**src/rtl/alu_decode_stage_pkg.sv**
```systemverilog
// Shared ALU/funct codes and the stage state type for alu_decode_stage.
package alu_decode_stage_pkg;

  localparam int ALU_OP_W = 4;

  localparam logic [ALU_OP_W-1:0] ALU_OP_ADD = 4'd0;
  localparam logic [ALU_OP_W-1:0] ALU_OP_SUB = 4'd1;
  localparam logic [ALU_OP_W-1:0] ALU_OP_AND = 4'd2;
  localparam logic [ALU_OP_W-1:0] ALU_OP_OR  = 4'd3;
  localparam logic [ALU_OP_W-1:0] ALU_OP_XOR = 4'd4;
  localparam logic [ALU_OP_W-1:0] ALU_OP_NOR = 4'd5;
  localparam logic [ALU_OP_W-1:0] ALU_OP_SLT = 4'd6;
  localparam logic [ALU_OP_W-1:0] ALU_OP_SLL = 4'd7;
  localparam logic [ALU_OP_W-1:0] ALU_OP_SRL = 4'd8;
  localparam logic [ALU_OP_W-1:0] ALU_OP_SRA = 4'd9;

  localparam logic [1:0] MULDIV_OP_MULT  = 2'b00;
  localparam logic [1:0] MULDIV_OP_MULTU = 2'b01;
  localparam logic [1:0] MULDIV_OP_DIV   = 2'b10;
  localparam logic [1:0] MULDIV_OP_DIVU  = 2'b11;

  localparam logic [1:0] ALUOP_ADD   = 2'b00;
  localparam logic [1:0] ALUOP_SUB   = 2'b01;
  localparam logic [1:0] ALUOP_FUNCT = 2'b10;
  localparam logic [1:0] ALUOP_RSVD  = 2'b11;

  localparam logic [5:0] FUNCT_SLL   = 6'b000000;
  localparam logic [5:0] FUNCT_SRL   = 6'b000010;
  localparam logic [5:0] FUNCT_SRA   = 6'b000011;
  localparam logic [5:0] FUNCT_MULT  = 6'b011000;
  localparam logic [5:0] FUNCT_MULTU = 6'b011001;
  localparam logic [5:0] FUNCT_DIV   = 6'b011010;
  localparam logic [5:0] FUNCT_DIVU  = 6'b011011;
  localparam logic [5:0] FUNCT_ADD   = 6'b100000;
  localparam logic [5:0] FUNCT_SUB   = 6'b100010;
  localparam logic [5:0] FUNCT_AND   = 6'b100100;
  localparam logic [5:0] FUNCT_OR    = 6'b100101;
  localparam logic [5:0] FUNCT_XOR   = 6'b100110;
  localparam logic [5:0] FUNCT_NOR   = 6'b100111;
  localparam logic [5:0] FUNCT_SLT   = 6'b101010;

  typedef enum logic [1:0] {
    ST_IDLE = 2'd0,
    ST_HOLD = 2'd1,
    ST_BUSY = 2'd2
  } state_t;

  function automatic int max_int(input int a, input int b);
    return (a > b) ? a : b;
  endfunction

endpackage

```
**src/rtl/alu_decoder.sv**
```systemverilog
// Combinational ALUOp/Funct to ALU_OP_* mapping; anything unmapped falls back to ADD.
module alu_decoder
  import alu_decode_stage_pkg::*;
(
  input  logic [1:0]          alu_op,
  input  logic [5:0]          funct,
  output logic [ALU_OP_W-1:0] alu_ctrl
);

  always_comb begin
    alu_ctrl = ALU_OP_ADD;
    case (alu_op)
      ALUOP_ADD: alu_ctrl = ALU_OP_ADD;
      ALUOP_SUB: alu_ctrl = ALU_OP_SUB;
      ALUOP_FUNCT: begin
        case (funct)
          FUNCT_AND: alu_ctrl = ALU_OP_AND;
          FUNCT_OR:  alu_ctrl = ALU_OP_OR;
          FUNCT_XOR: alu_ctrl = ALU_OP_XOR;
          FUNCT_NOR: alu_ctrl = ALU_OP_NOR;
          FUNCT_SLL: alu_ctrl = ALU_OP_SLL;
          FUNCT_SRL: alu_ctrl = ALU_OP_SRL;
          FUNCT_SRA: alu_ctrl = ALU_OP_SRA;
          FUNCT_SLT: alu_ctrl = ALU_OP_SLT;
          FUNCT_ADD: alu_ctrl = ALU_OP_ADD;
          FUNCT_SUB: alu_ctrl = ALU_OP_SUB;
          default:   alu_ctrl = ALU_OP_ADD;
        endcase
      end
      default: alu_ctrl = ALU_OP_ADD;
    endcase
  end

endmodule

```
**src/rtl/alu_decode_stage.sv**
```systemverilog
// Registered, valid/ready ALU decode stage that also launches and waits out mul/div ops.
// state | meaning: IDLE nothing held | HOLD entry presented to execute | BUSY mul/div latency running
module alu_decode_stage
  import alu_decode_stage_pkg::*;
#(
  parameter int CTRL_W  = 4,
  parameter int MUL_LAT = 4,
  parameter int DIV_LAT = 32
) (
  input  logic              clk,
  input  logic              rstb,
  input  logic              in_valid,
  output logic              in_ready,
  input  logic [1:0]        ALUOp,
  input  logic [5:0]        Funct,
  output logic              out_valid,
  input  logic              out_ready,
  output logic [CTRL_W-1:0] ALUControl,
  output logic              is_muldiv,
  output logic              illegal,
  output logic              muldiv_start,
  output logic [1:0]        muldiv_op,
  output logic              muldiv_busy
);

  localparam int CNT_W = $clog2(max_int(MUL_LAT, DIV_LAT)) + 1;
  localparam logic [CNT_W-1:0] MUL_CNT = CNT_W'(MUL_LAT - 1);
  localparam logic [CNT_W-1:0] DIV_CNT = CNT_W'(DIV_LAT - 1);

  state_t state, state_next;

  logic [ALU_OP_W-1:0] dec_ctrl;
  logic                dec_md;
  logic                dec_ill;
  logic [1:0]          dec_op;
  logic [CTRL_W-1:0]   ctrl_next;
  logic                accept;

  logic [CTRL_W-1:0] ctrl_q;
  logic              md_q;
  logic              ill_q;
  logic [1:0]        md_op_q;
  logic              start_q;
  logic              busy_q;
  logic [CNT_W-1:0]  cnt;

  alu_decoder u_alu_decoder (
    .alu_op   (ALUOp),
    .funct    (Funct),
    .alu_ctrl (dec_ctrl)
  );

  always_comb begin
    dec_md  = 1'b0;
    dec_ill = 1'b0;
    dec_op  = MULDIV_OP_MULT;
    case (ALUOp)
      ALUOP_FUNCT: begin
        case (Funct)
          FUNCT_MULT:  begin dec_md = 1'b1; dec_op = MULDIV_OP_MULT;  end
          FUNCT_MULTU: begin dec_md = 1'b1; dec_op = MULDIV_OP_MULTU; end
          FUNCT_DIV:   begin dec_md = 1'b1; dec_op = MULDIV_OP_DIV;   end
          FUNCT_DIVU:  begin dec_md = 1'b1; dec_op = MULDIV_OP_DIVU;  end
          FUNCT_AND, FUNCT_OR, FUNCT_XOR, FUNCT_NOR, FUNCT_SLL,
          FUNCT_SRL, FUNCT_SRA, FUNCT_SLT, FUNCT_ADD, FUNCT_SUB: dec_ill = 1'b0;
          default: dec_ill = 1'b1;
        endcase
      end
      ALUOP_RSVD: dec_ill = 1'b1;
      default:    dec_ill = 1'b0;
    endcase
  end

  assign ctrl_next = (dec_md || dec_ill) ? CTRL_W'(ALU_OP_ADD) : CTRL_W'(dec_ctrl);
  assign in_ready  = (state == ST_IDLE) || ((state == ST_HOLD) && out_ready);
  assign accept    = in_valid && in_ready;

  // BUSY outlives busy_q by one cycle: the result slot opens the cycle after the counter ends.
  always_comb begin
    state_next = state;
    case (state)
      ST_IDLE, ST_HOLD: begin
        if (accept) begin
          state_next = dec_md ? ST_BUSY : ST_HOLD;
        end else if ((state == ST_HOLD) && out_ready) begin
          state_next = ST_IDLE;
        end
      end
      ST_BUSY: begin
        if (!busy_q) state_next = ST_HOLD;
      end
      default: state_next = ST_IDLE;
    endcase
  end

  always_ff @(posedge clk or negedge rstb) begin
    if (!rstb) begin
      state   <= ST_IDLE;
      ctrl_q  <= '0;
      md_q    <= 1'b0;
      ill_q   <= 1'b0;
      md_op_q <= 2'b00;
      start_q <= 1'b0;
      busy_q  <= 1'b0;
      cnt     <= '0;
    end else begin
      state   <= state_next;
      start_q <= accept && dec_md;
      if (accept) begin
        ctrl_q <= ctrl_next;
        md_q   <= dec_md;
        ill_q  <= dec_ill;
        if (dec_md) begin
          md_op_q <= dec_op;
          busy_q  <= 1'b1;
          cnt     <= dec_op[1] ? DIV_CNT : MUL_CNT;
        end
      end else if ((state == ST_BUSY) && busy_q) begin
        if (cnt == '0) begin
          busy_q <= 1'b0;
        end else begin
          cnt <= cnt - 1'b1;
        end
      end
    end
  end

  assign out_valid    = (state == ST_HOLD);
  assign ALUControl   = ctrl_q;
  assign is_muldiv    = md_q;
  assign illegal      = ill_q;
  assign muldiv_start = start_q;
  assign muldiv_op    = md_op_q;
  assign muldiv_busy  = busy_q;

endmodule
```
**config.mk**
```make
export PLATFORM = sky130hd
export DESIGN_NAME = alu_decode_stage
export DESIGN_NICKNAME = d
export VERILOG_FILES = /design/src/rtl/alu_decode_stage_pkg.sv /design/src/rtl/alu_decoder.sv /design/src/rtl/alu_decode_stage.sv
export SDC_FILE = /design/constraint.sdc
export NUM_CORES = 1
export LEC_CHECK = 0
export ABC_AREA = 1
export CAP_MARGIN = 10
export CORE_MARGIN = 4
export CORE_UTILIZATION = 50
export CTS_CLUSTER_SIZE = 28
export DETAILED_ROUTE_END_ITERATION = 10
export MAX_ROUTING_LAYER = met4
export PLACE_DENSITY = 0.79
export SYNTH_ARGS = -nofsm -noshare
export SYNTH_HDL_FRONTEND = slang
export SYNTH_HIERARCHICAL = 1
export SYNTH_SLANG_ARGS = --single-unit
```
**constraint.sdc**
```tcl
create_clock -name clk -period 1.5 [get_ports clk]
set_input_delay 0.3 -clock clk [delete_from_list [all_inputs] [get_ports clk]]
set_output_delay 0.3 -clock clk [all_outputs]
set_load 0.03 [all_outputs]
```
======== After elaboration in Yosys (flattened, before gate mapping) ========
Index checks and enable logic that the tools add are counted.
storage, ports and cells
  register bits ........................... 18
  bits of input ports ..................... 12
  output and inout bits ................... 12
  logic and storage cells ................. 72
operators by class
  $add $sub $neg .......................... 1
  equal/unequal tests ..................... 22
  multiplexer cells ....................... 23
  reductions and logical operators ........ 18
operator list
  cell                                              count
  == test 6 bit, second input constant              7
  case mux 4 bit (9 select lines)                   1
  == test 6 x 5 -> 1 bit, second input constant     4
  two-way mux 6 bit                                 4
  OR reduction 14 bit                               1
  == test 6 x 2 -> 1 bit, second input constant     2
  logical NOT 6 bit                                 2
  two-way mux 2 bit                                 5
  case mux 4 bit (2 select lines)                   1
  two-way mux 1 bit                                 7
  == test 2 bit, second input constant              3
  inequality test 2 bit, second input constant      3
  case mux 2 bit (3 select lines)                   1
  AND reduction 3 bit                               2
  subtractor 6 x 1 -> 6 bit, second input constant  1
  two-way mux 5 bit                                 1
  == test 2 x 1 -> 1 bit, second input constant     2
  logical AND 1 bit                                 4
  two-way mux 4 bit                                 1
  case mux 2 bit (2 select lines)                   1
  AND reduction 2 bit                               2
  nonzero test 2 bit                                2
  OR reduction 4 bit                                1
  inequality test 3 bit, second input constant      1
  other kinds (4)                                   5

======== Depth between registers and ports, before layout ========
Gate-level depths: netlist of run 1.
  depth after elaboration ................. 7
  depth in mapped cells ................... 10
  mapped depth without buffers ............ 10

======== Hierarchy ========
The synthesis of run 1 kept the hierarchy.
by module, submodules not included
  module            instances  cells each  area an instance (sq um)  sequential area each (sq um)
  alu_decode_stage  1          128         954.7                     450.4
  alu_decoder       1          48          256.5                     0.0

======== Least setup slack after synthesis of run 1 ========
No wires, ideal clock.
  kind .................................... flip-flop to flip-flop
  start ................................... register cnt[0]
  end ..................................... register cnt[3]
  setup time .............................. 127 ps
  arrival ................................. 1206 ps
  data required time ...................... 1373 ps
  slack ................................... 167 ps
  cell stages (with the launch flop) ...... 10
  buffers on the path ..................... 0
  period minus slack after synthesis ...... 1333 ps
  path through ............................ dfrtp_1 inv_1 ha_1 nand3_1 nand2_1 inv_1 nor2_1 inv_2 nand2_1 o21ai_0
between the ends
  longest elaborated chain between the ends .. 4
  elaborated cells between the ends (all ways) .. 7
  those cells by class .................... add/sub (1); eq/ne (1); mux (3); reduce/logical (2)
RTL lines
  what                       RTL line                 text
  start: declaration         alu_decode_stage.sv:45   logic [CNT_W-1:0] cnt;
  start signal: assignment   alu_decode_stage.sv:116  cnt <= dec_op[1] ? DIV_CNT : MUL_CNT;
  start signal: assignment   alu_decode_stage.sv:122  cnt <= cnt - 1'b1;
  subtractor 6 x 1 -> 6 bit  alu_decode_stage.sv:122
  two-way mux 6 bit          alu_decode_stage.sv:119  if (cnt == '0) begin
  two-way mux 6 bit          alu_decode_stage.sv:118  end else if ((state == ST_BUSY) && busy_q) begin
  two-way mux 6 bit          alu_decode_stage.sv:109  if (accept) begin
Parallel ways exist; a longest one is shown, timed or not. The select of a mux whose other input is x is not followed.
A chain may end at the register's enable or synchronous reset.

======== Worst setup path after layout of run 1 ========
  start ................................... input ALUOp[0]
  end ..................................... register cnt[4]
between the ends
  longest elaborated chain between the ends .. 5
  elaborated cells between the ends (all ways) .. 8
  those cells by class .................... eq/ne (2); mux (5); reduce/logical (1)
RTL lines
  what                RTL line                 text
  start: declaration  alu_decode_stage.sv:14   input logic [1:0] ALUOp,
  == test 2 bit (*)   alu_decode_stage.sv:57   case (ALUOp)
  two-way mux 2 bit   alu_decode_stage.sv:57
  two-way mux 5 bit   alu_decode_stage.sv:116
  two-way mux 6 bit   alu_decode_stage.sv:113  if (dec_md) begin
  two-way mux 6 bit   alu_decode_stage.sv:109
Every way passes the cells marked *; elsewhere a longest branch is shown, timed or not. The select of a mux whose other input is x is not followed.

==> summary.txt, run 1 <==
Run status
  – Status: finished, final reports clean

STA
  – Pins Over Slew Limit: 0
  – Setup Viol. Count Final: 0
  – Final period util: 98.01%
  – Clock skew: 0.005311 ns
  – Rel. slew slack: 76.18%
  – Final WS setup: 0.02991 ns
  – Setup TNS: 0 ns
  – RSZ-0062 raised after global routing: false
  – Fmax: 680.2 MHz
  – Final hold violations: 0
  – Final worst path period need: 1.470 ns
  – Tightest Pin Transition: 0.3568 ns
  – Final hold slack: 0.3359 ns

Route
  – Initial drt markers: 49
  – Detail Route Antenna Nets: 0
  – DRT Pass-1 Iters: 4
  – Via density: 5.044
  – Vias: 1251
  – Drt wl/cell: 12.27 um
  – Total Wirelength: 3044 um
  – DRC viols: 0

Floorplanning
  – Die ar.: 3274 um^2
  – CORE AREA: 2255 um^2
  – Row count: 17
  – Num ports: 24
  – Initial Util: 53.72%
  – Die Height: 57.22 um
  – Die X: 57.22 um

Critical path
  – Critical path startpoint: ALUOp[0]
  – Largest stage delay on the critical path: 0.48 ns
  – R2r setup slk: 0.09 ns
  – Cell depth of the worst setup path: 8
  – RR Startpoint: cnt[1]
  – Crit Path Class: in -> reg
  – Critical path endpoint category: flop
  – Worst reg-to-reg path cell count: 9
  – R2R Path End: cnt[4]
  – CP max stage cell: clkdlybuf4s50_1
  – Critical path data required time: 1.69 ns
  – CP endpoint: cnt[4]
  – Crit path max-delay family: simple AND/OR/NAND/NOR gates
  – CP bufs+invs: 2
  – CP startpoint kind: input pin
  – Crit-path max FO: 4
  – CP arrival: 1.66 ns
  – Crit-path cells: clkdlybuf4s50_1 > inv_1 > nand2_2 > nor3_4 > nand2_2 > nand2_1 > nand2_1 > o21ai_0

Power
  – Worst VDD drop: 431.3 uV
  – Power density cells: 657.8 nW/um^2
  – Leakage power: 1.031 nW

Placed design
  – Post-DP HPWL: 2371 um
  – DP Worst Slack: -0.3317 ns
  – IO Port Bufs: 23
  – GP Congestion: 0.9172
  – Placed Cells: 243

Final layout
  – Leading cell types in the layout, fill and taps excluded: nand2_1, inv_1, nor2_1
  – Layout cells sized above 1: 22.73%
  – # nets final: 238
  – Fin cells: 248
  – Fillers: 176
  – Most common cell after layout, fill and taps aside: nand2_1
  – # diodes: 0
  – Area Overhead vs Synth: 38.95%

Logic synthesis
  – Synth cell types: 24
  – Synthesized flop and latch total: 18
  – Post-Syn Area: 1211 um^2
  – Synth Area per Inst: 6.882 um^2
  – Sequential share of the synthesized area: 37.19%
  – Synth warnings: 6
  – Syn_nets: 192
  – Cells after synthesis: 176

Global route
  – Initial antenna violation count: 0
  – First-pass GRT wire length: 5009 um
  – Number of global-route vias before repair: 1288
  – Remaining global-route overflow: 0
  – GRT Overall Usage: 19.31%
  – Largest net degree at the start of global routing: 19

Clock tree
  – Post-CTS Hold Buffers: 0
  – Sink Count: 18
  – Root buffer cell: clkbuf_4
  – Longest Clk Path Bufs: 2
  – Htree depth: 1
  – CTS tree: done
  – Clock-pin slew on the worst setup and hold paths: 0.10 ns
  – Skew-Pair Late Insertion Delay: 0.28 ns
  – TritonCTS buffer count: 3

Run
  – Max cap viols: 0

Hold path
  – Min-Delay Path Class: in -> async
[metal layers]
layer | up-vias | GRT usage [%] | wire length, um
met3 | 8 | 1.584 | 80
li1 | 640 | - | -
met1 | 580 | 20.03 | 1269
met5 | - | - | 0
met4 | 0 | 9.603 | 64
met2 | 23 | 36.05 | 1629
[layout make-up]
cell class / instances / area (um^2) / area share [%]
Multi-Input combinational cell: 127 / 685.7 / 40.74
Sequential cell: 18 / 450.4 / 26.77
Timing Repair Buffer: 42 / 376.6 / 22.38
Inverter: 30 / 112.6 / 6.691
Tap cell: 28 / 35.03 / 2.082
Clock buffer: 3 / 22.52 / 1.338
[sequential cells by signal, indices dropped and copies added (netlist names)]
register / flops
is_muldiv: 1
cnt: 6
muldiv_start: 1
muldiv_busy: 1
muldiv_op: 2
illegal: 1
state: 2
ALUControl: 4
[power by group]
| part | internal (mW) | switching, mW |
|---|---|---|
| registers | 0.508 | 0.0166 |
| clock network | 0.0930 | 0.137 |
| logic | 0.146 | 0.207 |
| total | 0.747 | 0.360 |
[cell families (layout without fill, tap and decap cells)]
logic type	Yosys count	count (layout)	synth area share [%]
simple gates	103	103	39.26
flops	18	18	37.19
buf+inv	31	75	9.711
compound gates	17	17	7.542
fa+ha+maj	4	4	4.132
xor+xnor	3	3	2.170
[synthesized netlist by cell type]
cell	n	area [um^2]
nand2_1	47	176.4
xnor2_1	1	8.760
o31ai_1	1	7.510
nor3_1	2	10.01
nand4_1	1	6.260
a21oi_1	5	25.02
a22oi_1	1	7.510
nor2_2	2	12.51
nand3b_1	1	7.510
ha_1	4	50.05
inv_1	27	101.4
nand3_2	3	30.03
o21ai_1	3	15.01
nor2_1	27	101.4
nor2_4	3	33.78
dfrtp_1	18	450.4
nand3_1	15	75.07
nand2_2	1	6.260
inv_2	3	11.26
xor2_1	2	17.52
buf_2	1	5.000
o22ai_1	1	6.260
o21ai_0	6	30.03
nor3_4	1	16.27
[worst reg2reg max path: stages (launching register included)]
cell     delay, ns
dfrtp_1       0.41
inv_2         0.08
ha_1          0.15
nand3_1       0.11
nand2_2       0.10
inv_1         0.08
nor2_4        0.12
inv_2         0.07
nand2_1       0.07
o21ai_0       0.10
[worst min-delay path by stage]
stage | startpoint | to | slack [ns]
floorplan | rstb | ALUControl[0] | 0.004
global placement | ALUControl[0] | ALUControl[0] | 0.46
detailed placement | ALUControl[2] | ALUControl[2] | 0.47
CTS | rstb | state[0] | 0.34
global route | rstb | cnt[0] | 0.35
finish | rstb | cnt[4] | 0.34
[per-stage QoR]
stage          instance area, um^2  total power, mW  utilization, %
2_1_floorplan                 1211           0.7188               -
3_3_place_gp                  1594           0.8656           70.70
3_5_place_dp                  1594           0.8781           70.70
4_1_cts                       1609            1.099           71.37
5_1_grt                       1683            1.178           74.64
6_report                      1683            1.107           74.64
[repair_timing]
action	in CTS	in global routing
hold endpoints to repair	0	0
pin swaps	1	7
setup endpoints to repair	13	12
resized for setup	12	23
setup buffers	0	2
Power figures use the tool's default switching activity.
==> run 2: changes to the inputs <==
- DONT_BUFFER_PORTS: unset -> 1
- MAX_ROUTING_LAYER: met4 -> unset
- PLACE_DENSITY: 0.79 -> 0.66
- SYNTH_HIERARCHICAL: 1 -> unset
==> run 2 against run 1 <==
  * Core utilization down 15 points
  * Setup slack better by 0.059 ns
  * Area after synthesis down 3.3%
  * Register-to-register slack better by 0.02 ns
  * Critical endpoint is now out_valid
==> summary.txt, run 2 <==
Floorplanning
  – Die Height: 56.40 um
  – Num ports: 24
  – Initial Util: 52.94%
  – Die X: 56.40 um
  – CORE AREA: 2212 um^2
  – Die ar.: 3180 um^2
  – Row count: 17

STA
  – Rel. slew slack: 46.15%
  – Setup Viol. Count Final: 0
  – Final period util: 94.06%
  – Setup TNS: 0 ns
  – Final hold violations: 0
  – Fmax: 708.8 MHz
  – Final hold slack: 0.1093 ns
  – Final worst path period need: 1.411 ns
  – Pins Over Slew Limit: 0
  – Tightest Pin Transition: 0.8051 ns
  – Clock skew: 0.0006356 ns

Route
  – DRC viols: 0
  – Post-Route M1 WL: 1022 um
  – Met2 routed wirelength: 1272 um
  – Detail Route Antenna Nets: 0
  – Vias: 1033
  – Total Wirelength: 2436 um
  – Met3 WL post-DR: 95 um
  – Via density: 5.270
  – Initial drt markers: 13
  – DRT Pass-1 Iters: 4
  – Top sig layer: met4
  – Drt wl/cell: 12.43 um

Final layout
  – # nets final: 187
  – Layout cells sized above 1: 17.86%
  – Fillers: 205
  – Most common cell after layout, fill and taps aside: nand2_1
  – Design area: 1309 um^2
  – Area Overhead vs Synth: 11.75%
  – Area of the multi-input gates: 634.4 um^2
  – Biggest register: cnt
  – Reg area: 450.4 um^2
  – Layout Utilization: 59.16%
  – # diodes: 0
  – Leading cell types in the layout, fill and taps excluded: nand2_1, inv_1, dfrtp_1
  – Number of flip-flops in the largest register: 6
  – Fin cells: 196

Hold path
  – Hold Path End: state[0]
  – Hold Path Stages: 1
  – Min-Delay Path Class: in -> reg
  – Hold path startpoint: out_ready

Global route
  – Remaining global-route overflow: 0
  – Largest net degree at the start of global routing: 19
  – Number of global-route vias before repair: 1002
  – Initial antenna violation count: 0
  – First-pass GRT wire length: 4367 um
  – GRT Overall Usage: 16.95%

Critical path
  – Critical path data required time: 1.20 ns
  – Crit path top cell by count: buf_4
  – Crit-path cells: buf_4 > nor2_2 > buf_4
  – R2r setup slk: 0.11 ns
  – CP bufs+invs: 2
  – CP startpoint kind: flop
  – RR Startpoint: cnt[1]
  – Crit path max-delay family: flip-flops
  – Worst reg-to-reg path cell count: 7
  – Crit Path Class: reg -> out
  – Crit-path max FO: 5
  – CP max stage cell: dfrtp_1
  – CP arrival: 1.11 ns
  – Largest stage delay on the critical path: 0.42 ns
  – R2R Path End: cnt[3]
  – Critical path endpoint category: primary output

Clock tree
  – Sink Count: 18
  – Longest Clk Path Bufs: 2
  – CTS tree: done
  – TritonCTS buffer count: 3
  – Clock-pin slew on the worst setup and hold paths: 0.10 ns
  – Skew-Pair Late Insertion Delay: 0.28 ns
  – Htree depth: 1
  – Root buffer cell: clkbuf_4

Logic synthesis
  – Most frequent cell after synthesis: nand2_1
  – Synth cell count leaders: nand2_1, inv_1, dfrtp_1, nor2_1, nand3_1
  – Post-Syn Area: 1171 um^2
  – Most area-hungry cell type in the Yosys netlist: dfrtp_1
  – Share of the synthesized area in the top cell type: 38.46%
  – Post-synth EDFFs: 0
  – Synth area leaders: dfrtp_1, nand2_1, inv_1
  – Synth warnings: 0
  – Sequential share of the synthesized area: 38.46%
  – Synth Area per Inst: 7.459 um^2
  – Cells after synthesis: 157
  – Most common flop cell mapped by yosys: dfrtp_1
  – Synthesized flop and latch total: 18
  – Ys async rst share: 100.0%
  – Syn_nets: 174
  – Synth cell types: 31

Placed design
  – Post-DP HPWL: 1972 um
  – Area post-placement: 1261 um^2
  – IO Port Bufs: 0
  – GP Congestion: 0.8237
  – Placed Cells: 191

Power
  – Power density cells: 827.4 nW/um^2
  – Leakage power: 0.6881 nW
  – Worst VDD drop: 385.7 uV

Run status
  – Status: finished, final reports clean

Run
  – Max cap viols: 0
[run 2: worst max-delay path by stage]
stage	start	endpoint	slack, ns	cells after the start
after floorplan	state[1]	cnt[2]	0.08	8
after global placement	cnt[0]	cnt[3]	0.07	7
after detailed placement	state[0]	cnt[2]	0.06	8
after CTS	state[0]	cnt[2]	0.05	8
after global routing	state[0]	ALUControl[1]	-0.001	6
final	state[1]	out_valid	0.09	3
[run 2: through the flow]
step	worst slack [ns]	total power, mW
2_1_floorplan	0.07959	0.7810
3_3_place_gp	0.06629	0.8424
3_5_place_dp	0.06458	0.8481
4_1_cts	0.05275	1.087
5_1_grt	-0.001328	1.157
6_report	0.08915	1.083
[run 2: report_power, final]
group / leakage (nW) / switching [mW] / internal (mW)
sequential: 0.228 / 0.0696 / 0.532
combinational: 0.446 / 0.156 / 0.0934
clock: 0.0138 / 0.139 / 0.0930
[run 2: cells by family after synthesis]
family                     after synthesis  synth area share, %
adders and majority gates                5                5.342
AOI/OAI and AO/OA                       21                12.39
buffers and inverters                   26                8.653
DFF                                     18                38.46
xor gates and xnor gates                 1               0.7480
and+or+nand+nor                         86                34.40
[run 2: layout make-up]
type | instances | area share, %
Sequential cell | 18 | 34.42
Clock buffer | 3 | 1.721
Tap cell | 28 | 2.677
Multi-Input combinational cell | 113 | 48.47
Timing Repair Buffer | 9 | 5.354
Inverter | 25 | 7.361
[run 2: routing by layer]
metal / vias up / global-route usage [%]
met3: 6 / 3.448
met5: - / 0
met4: 0 / 6.441
li1: 529 / -
met1: 477 / 19.80
met2: 21 / 30.22
[run 2: what timing repair did]
action,CTS,global route
hold endpoints to repair,18,0
gates resized for setup,0,4
hold buffers,1,0
setup endpoints to repair,0,8
setup buffers,0,1
[run 2: worst register-to-register path, stage by stage (launching register included)]
cell,delay [ns]
dfrtp_1,0.41
inv_1,0.11
ha_1,0.16
nand4_1,0.12
nand3b_1,0.18
nand2_4,0.10
o211ai_1,0.10
nand3_1,0.09
